<file path="config.mk">
export PLATFORM = sky130hd
export DESIGN_NAME = uart_rx_frame
export DESIGN_NICKNAME = d
export VERILOG_FILES = /design/src/rtl/uart_pkg.sv /design/src/rtl/uart_rx_sampler.sv /design/src/rtl/uart_rx_frame.sv
export SDC_FILE = /design/constraint.sdc
export NUM_CORES = 1
export LEC_CHECK = 0
export ABC_CLOCK_PERIOD_IN_PS = 3500
export BUFFER_PORTS_ARGS = -buffer_cell sky130_fd_sc_hd__buf_2
export CAP_MARGIN = 40
export CORE_AREA = 2 2 81 83
export CTS_CLUSTER_DIAMETER = 60
export CTS_CLUSTER_SIZE = 10
export DETAILED_ROUTE_END_ITERATION = 8
export DIE_AREA = 0 0 83 85
export SYNTH_ARGS = -nofsm -noshare
export SYNTH_HDL_FRONTEND = slang
export SYNTH_HIERARCHICAL = 1
export SYNTH_SLANG_ARGS = --single-unit
</file>
<file path="constraint.sdc">
create_clock -name clk -period 3.5 [get_ports clk]
set_clock_uncertainty 0.1 [all_clocks]
set_input_delay 0.525 -clock clk [delete_from_list [all_inputs] [get_ports clk]]
set_output_delay 0.525 -clock clk [all_outputs]
set_load 0.02 [all_outputs]
</file>
<file path="src/rtl/uart_pkg.sv">
// Shared encodings and helpers for the UART receive path.
package uart_pkg;

  localparam int PAR_NONE = 0;
  localparam int PAR_EVEN = 1;
  localparam int PAR_ODD  = 2;

  typedef enum logic [2:0] {
    ST_IDLE,
    ST_START,
    ST_DATA,
    ST_PARITY,
    ST_STOP
  } rx_state_e;

  function automatic logic maj3(input logic a, input logic b, input logic c);
    return (a & b) | (a & c) | (b & c);
  endfunction

endpackage

</file>
<file path="src/rtl/uart_rx_sampler.sv">
// Line synchroniser, per-bit sample counter and 3-tap majority vote.
// bit_strobe marks the tick where bit_val is resolved; bit_end marks the last tick of a bit.
module uart_rx_sampler #(
  parameter int SAMPLE = 16
) (
  input  logic clk,
  input  logic rst,
  input  logic tick,
  input  logic rx,
  input  logic active,
  output logic rxs,
  output logic bit_val,
  output logic bit_strobe,
  output logic bit_end
);
  import uart_pkg::*;

  localparam int SCW = $clog2(SAMPLE);
  localparam logic [SCW-1:0] SC_A    = SCW'(SAMPLE / 2 - 1);
  localparam logic [SCW-1:0] SC_B    = SCW'(SAMPLE / 2);
  localparam logic [SCW-1:0] SC_C    = SCW'(SAMPLE / 2 + 1);
  localparam logic [SCW-1:0] SC_LAST = SCW'(SAMPLE - 1);

  logic           meta_q, meta_d;
  logic           rxs_q, rxs_d;
  logic [SCW-1:0] sc_q, sc_d;
  logic           s0_q, s0_d;
  logic           s1_q, s1_d;

  always_comb begin
    meta_d = rx;
    rxs_d  = meta_q;
    sc_d   = sc_q;
    s0_d   = s0_q;
    s1_d   = s1_q;
    // Counter is held at zero while the FSM idles so a new start begins at sc = 0.
    if (!active) begin
      sc_d = '0;
    end else if (tick) begin
      if (sc_q == SC_A) s0_d = rxs_q;
      if (sc_q == SC_B) s1_d = rxs_q;
      sc_d = (sc_q == SC_LAST) ? '0 : sc_q + 1'b1;
    end
  end

  always_ff @(posedge clk) begin
    if (rst) begin
      meta_q <= 1'b1;
      rxs_q  <= 1'b1;
      sc_q   <= '0;
      s0_q   <= 1'b1;
      s1_q   <= 1'b1;
    end else begin
      meta_q <= meta_d;
      rxs_q  <= rxs_d;
      sc_q   <= sc_d;
      s0_q   <= s0_d;
      s1_q   <= s1_d;
    end
  end

  assign rxs        = rxs_q;
  assign bit_val    = maj3(s0_q, s1_q, rxs_q);
  assign bit_strobe = active & tick & (sc_q == SC_C);
  assign bit_end    = active & tick & (sc_q == SC_LAST);

endmodule

</file>
<file path="src/rtl/uart_rx_frame.sv">
// Oversampling UART receiver: frame FSM, shift register, parity/framing checks and
// a one-deep valid/ready output register that drops and flags words on overrun.
module uart_rx_frame #(
  parameter int DBITS     = 8,
  parameter int SAMPLE    = 16,
  parameter int PARITY    = 0,
  parameter int STOP_BITS = 1
) (
  input  logic             clk,
  input  logic             rst,
  input  logic             tick,
  input  logic             rx,
  output logic [DBITS-1:0] dout,
  output logic             dout_valid,
  input  logic             dout_ready,
  output logic             parity_err,
  output logic             frame_err,
  output logic             overrun,
  output logic             busy
);
  import uart_pkg::*;

  rx_state_e        state_q, state_d;
  logic [3:0]       idx_q, idx_d;
  logic [DBITS-1:0] data_q, data_d;
  logic             pend_par_q, pend_par_d;
  logic             pend_frm_q, pend_frm_d;
  logic             armed_q, armed_d;
  logic [DBITS-1:0] dout_q, dout_d;
  logic             vld_q, vld_d;
  logic             perr_q, perr_d;
  logic             ferr_q, ferr_d;
  logic             ovr_q, ovr_d;

  logic rxs, bit_val, bit_strobe, bit_end;
  logic complete, frm_now, exp_par;

  uart_rx_sampler #(.SAMPLE(SAMPLE)) u_sampler (
    .clk        (clk),
    .rst        (rst),
    .tick       (tick),
    .rx         (rx),
    .active     (busy),
    .rxs        (rxs),
    .bit_val    (bit_val),
    .bit_strobe (bit_strobe),
    .bit_end    (bit_end)
  );

  assign exp_par = (PARITY == PAR_ODD) ? ~(^data_q) : ^data_q;

  always_comb begin
    state_d    = state_q;
    idx_d      = idx_q;
    data_d     = data_q;
    pend_par_d = pend_par_q;
    pend_frm_d = pend_frm_q;
    armed_d    = armed_q;
    dout_d     = dout_q;
    vld_d      = vld_q;
    perr_d     = perr_q;
    ferr_d     = ferr_q;
    ovr_d      = 1'b0;
    complete   = 1'b0;
    frm_now    = pend_frm_q;

    case (state_q)
      ST_IDLE: begin
        // After a frame the line must be seen high again, so a held break is one word.
        if (rxs) armed_d = 1'b1;
        if (armed_q && !rxs) begin
          state_d    = ST_START;
          idx_d      = '0;
          pend_par_d = 1'b0;
          pend_frm_d = 1'b0;
        end
      end
      ST_START: begin
        if (bit_strobe && bit_val) begin
          state_d = ST_IDLE;
        end else if (bit_end) begin
          state_d = ST_DATA;
          idx_d   = '0;
        end
      end
      ST_DATA: begin
        if (bit_strobe) data_d = {bit_val, data_q[DBITS-1:1]};
        if (bit_end) begin
          if (idx_q == 4'(DBITS - 1)) begin
            state_d = (PARITY != PAR_NONE) ? ST_PARITY : ST_STOP;
            idx_d   = '0;
          end else begin
            idx_d = idx_q + 1'b1;
          end
        end
      end
      ST_PARITY: begin
        if (bit_strobe && (bit_val != exp_par)) pend_par_d = 1'b1;
        if (bit_end) begin
          state_d = ST_STOP;
          idx_d   = '0;
        end
      end
      ST_STOP: begin
        if (bit_strobe) begin
          frm_now    = pend_frm_q | ~bit_val;
          pend_frm_d = frm_now;
          if (idx_q == 4'(STOP_BITS - 1)) begin
            complete = 1'b1;
            state_d  = ST_IDLE;
            armed_d  = 1'b0;
          end
        end
        if (bit_end && !complete) idx_d = idx_q + 1'b1;
      end
      default: state_d = ST_IDLE;
    endcase

    if (complete) begin
      if (!vld_q || dout_ready) begin
        dout_d = data_q;
        perr_d = pend_par_q;
        ferr_d = frm_now;
        vld_d  = 1'b1;
      end else begin
        ovr_d = 1'b1;
      end
      pend_par_d = 1'b0;
      pend_frm_d = 1'b0;
    end else if (vld_q && dout_ready) begin
      vld_d = 1'b0;
    end
  end

  always_ff @(posedge clk) begin
    if (rst) begin
      state_q    <= ST_IDLE;
      idx_q      <= '0;
      data_q     <= '0;
      pend_par_q <= 1'b0;
      pend_frm_q <= 1'b0;
      armed_q    <= 1'b1;
      dout_q     <= '0;
      vld_q      <= 1'b0;
      perr_q     <= 1'b0;
      ferr_q     <= 1'b0;
      ovr_q      <= 1'b0;
    end else begin
      state_q    <= state_d;
      idx_q      <= idx_d;
      data_q     <= data_d;
      pend_par_q <= pend_par_d;
      pend_frm_q <= pend_frm_d;
      armed_q    <= armed_d;
      dout_q     <= dout_d;
      vld_q      <= vld_d;
      perr_q     <= perr_d;
      ferr_q     <= ferr_d;
      ovr_q      <= ovr_d;
    end
  end

  assign dout       = dout_q;
  assign dout_valid = vld_q;
  assign parity_err = perr_q;
  assign frame_err  = ferr_q;
  assign overrun    = ovr_q;
  assign busy       = (state_q != ST_IDLE);

endmodule

</file>
==> results.json <==
{
  "finalCriticalPeriod_ps": 2788,
  "ctsResizeCount": 0,
  "fin_area_mm2": 0.002069,
  "grt-ovfl-total": 0,
  "syn2layout_area_growth_pct": 13.99,
  "syn_area_mm2": 0.001815,
  "die_w_um": 83,
  "ys_async_sr_fraction": 0,
  "antenna_cells": 0,
  "drt_first_pass_iters": 4,
  "fp.dieArea_mm2": 0.007055,
  "path_clk_slew_ps": 70,
  "synth_cells": 193,
  "postCtsSetupBuffers": 0,
  "postRouteAntennaNets": 0,
  "gp_congestion": 0.8685,
  "max_freq_mhz": 358.7,
  "power_uw": 853.0,
  "hp-class": "reg -> reg",
  "fin_nets": 220,
  "numPortBuffers": 17,
  "ys.flop_type": "dfxtp_1",
  "postSynthAreaPerCell_um2": 9.407,
  "die_h_um": 85,
  "synth_area_leaders": "dfxtp_1 42%, mux2i_1 11%, nor2_1 6.0%",
  "syn_nets": 203,
  "routed_wirelength_um": 3338,
  "p_leak_uw": 0.0008306,
  "place_hpwl_um": 2346,
  "cp-start-kind": "flop",
  "slew_headroom": 0.5730,
  "cp_max_fo": 11,
  "fin_hold_ws_ps": 320.6,
  "synth-edff-count": 0,
  "ir_drop_mv": 0.1708,
  "critical_path_arrival_ps": 2850,
  "fin_ws_ps": 712.4,
  "cts_buffer_depth": 2,
  "drive_above_1_share": 0.1810,
  "tns_ps": 0,
  "placed_cell_area_mm2": 0.001957,
  "end_kind": "flop",
  "fin_crit_sh": 0.7965,
  "root_buffer": "clkbuf_8",
  "timing.final.hold_violations": 0,
  "ctsHoldBuffers": 0,
  "required_ps": 3560,
  "cts_tree": "built",
  "clk_latency_ps": 280,
  "yosys.area.top_type": "dfxtp_1",
  "preCtsSetupSlack_ps": 687.1,
  "cts.sinks": 38,
  "drtIter0Drc": 128,
  "worst-setup-path-type": "reg -> reg",
  "synth_top_area_frac": 0.4190,
  "rsz0062_at_grt": "false",
  "core_area_mm2": 0.006205,
  "status": "finished clean",
  "power.density_mw_per_mm2": 412.2,
  "initial_utilization": 0.2926,
  "ios": 18,
  "drcViolationCount": 0,
  "antenna_found_initial": 0,
  "drt-vias-per-instance": 4.627,
  "ys_seq_area_frac": 0.4190,
  "tightest_slew_ps": 638.7,
  "grt_max_degree": 37,
  "vias": 1328,
  "grt_use_total": 0.1023,
  "ctsHtreeMaxLevel": 2,
  "grt_pass1_vias": 1259,
  "yosys_warnings": 6,
  "numCtsBuffers": 5,
  "synth_seq_cells": 38,
  "timing.final.max_slew_violations": 0,
  "ys_types": 47,
  "grt_pass1_wl_um": 5851,
  "num_rows": 29,
  "setup_viol": 0,
  "wl_per_cell_um": 11.63,
  "maxCapViolCount": 0
}
## power by group
| part | switching, uW | total [uW] | leakage [uW] | internal (uW) |
|---|---|---|---|---|
| sequential | 4.37 | 439 | 0.000307 | 434 |
| clock | 149 | 377 | 0.0000573 | 228 |
| combinational | 22.4 | 37.1 | 0.000467 | 14.7 |
| total | 176 | 853 | 0.000831 | 677 |
## final timing paths
| check | cells past startpoint | slack (ps) | start | end |
|---|---|---|---|---|
| max | 8 | 710 | state_q[0] | dout[2] |
| min | 1 | 320 | u_sampler/meta_q | u_sampler/rxs |
| max reg2reg | 8 | 710 | state_q[0] | dout[2] |
| min reg2reg | 1 | 320 | u_sampler/meta_q | u_sampler/rxs |
## cells by family (layout without fill, tap and decap cells)
kind of cell               count (synthesis)  after routing  synth area share
and+or+nand+nor                           81             81            0.2515
DFF                                       38             38            0.4190
AOI/OAI and AO/OA                         26             26           0.09373
muxes                                     20             20            0.1103
buffers and inverters                     13             30           0.03446
xor gates and xnor gates                   9              9           0.05100
adders and majority gates                  6              6           0.03997
## synth_stat cells, types with 2 or more instances
master / n
xnor2_1: 6
clkbuf_1: 3
inv_1: 5
or2_2: 4
a21oi_1: 13
a31oi_1: 4
xor2_1: 2
nand3b_1: 3
mux2i_1: 20
nand2_1: 14
o21ai_0: 2
ha_1: 5
nor2_1: 29
dfxtp_1: 38
nand2b_1: 4
nor3_1: 3
nand3_1: 7
buf_2: 2
## layout by cell type, fill, tap and decap left out, types with 3 or more instances in the layout
| cell | count |
|---|---|
| clkbuf_8 | 6 |
| ha_1 | 5 |
| dfxtp_1 | 38 |
| or2_2 | 4 |
| nand3_1 | 7 |
| buf_2 | 17 |
| mux2i_1 | 20 |
| nor3_1 | 3 |
| nand3b_1 | 3 |
| xnor2_1 | 6 |
| nand2b_1 | 4 |
| nor2_1 | 29 |
| inv_1 | 5 |
| a31oi_1 | 4 |
| a21oi_1 | 13 |
| nand2_1 | 14 |
## routing by layer
layer / vias to the layer above / track usage / routed length (um)
met2: 18 / 0.1518 / 1457
li1: 699 / - / -
met3: 7 / 0.01848 / 81
met1: 604 / 0.1382 / 1712
met4: 0 / 0.06259 / 86
met5: - / 0 / 0
## flip-flops by register name, indices dropped and copies added (netlist names)
| register | count |
|---|---|
| u_sampler/meta_q | 1 |
| u_sampler/s0_q | 1 |
| overrun | 1 |
| u_sampler/rxs | 1 |
| idx_q | 4 |
| pend_frm_q | 1 |
| dout_valid | 1 |
| frame_err | 1 |
| u_sampler/sc_q | 4 |
| armed_q | 1 |
| pend_par_q | 1 |
| parity_err | 1 |
| data_q | 8 |
| state_q | 3 |
| u_sampler/s1_q | 1 |
| dout | 8 |
## metrics by stage
stage / util / instances
floorplan: - / 193
global placement: 0.3154 / 280
detailed placement: 0.3154 / 280
CTS: 0.3335 / 287
global route: 0.3335 / 287
finish: 0.3335 / 287
## cell type report
cell class	instances	area, um^2
clock buffer	6	82.58
clock inverter	1	30.03
fill	637	4135
inverter	6	22.52
multi-input combinational	142	992.2
sequential	38	760.7
tap	77	96.34
timing repair buffer	17	85.08
## worst max-delay path, cell delays in order, from the launching register on
cell and delay (ps):
dfxtp_1 590, nor2_2 140, nand2_1 160, and4b_1 250, and2_1 280, and4bb_2 290, nand3_1 460, mux2i_1 330
nor2_1 60
Note: power is estimated with default switching activity, not from simulation.
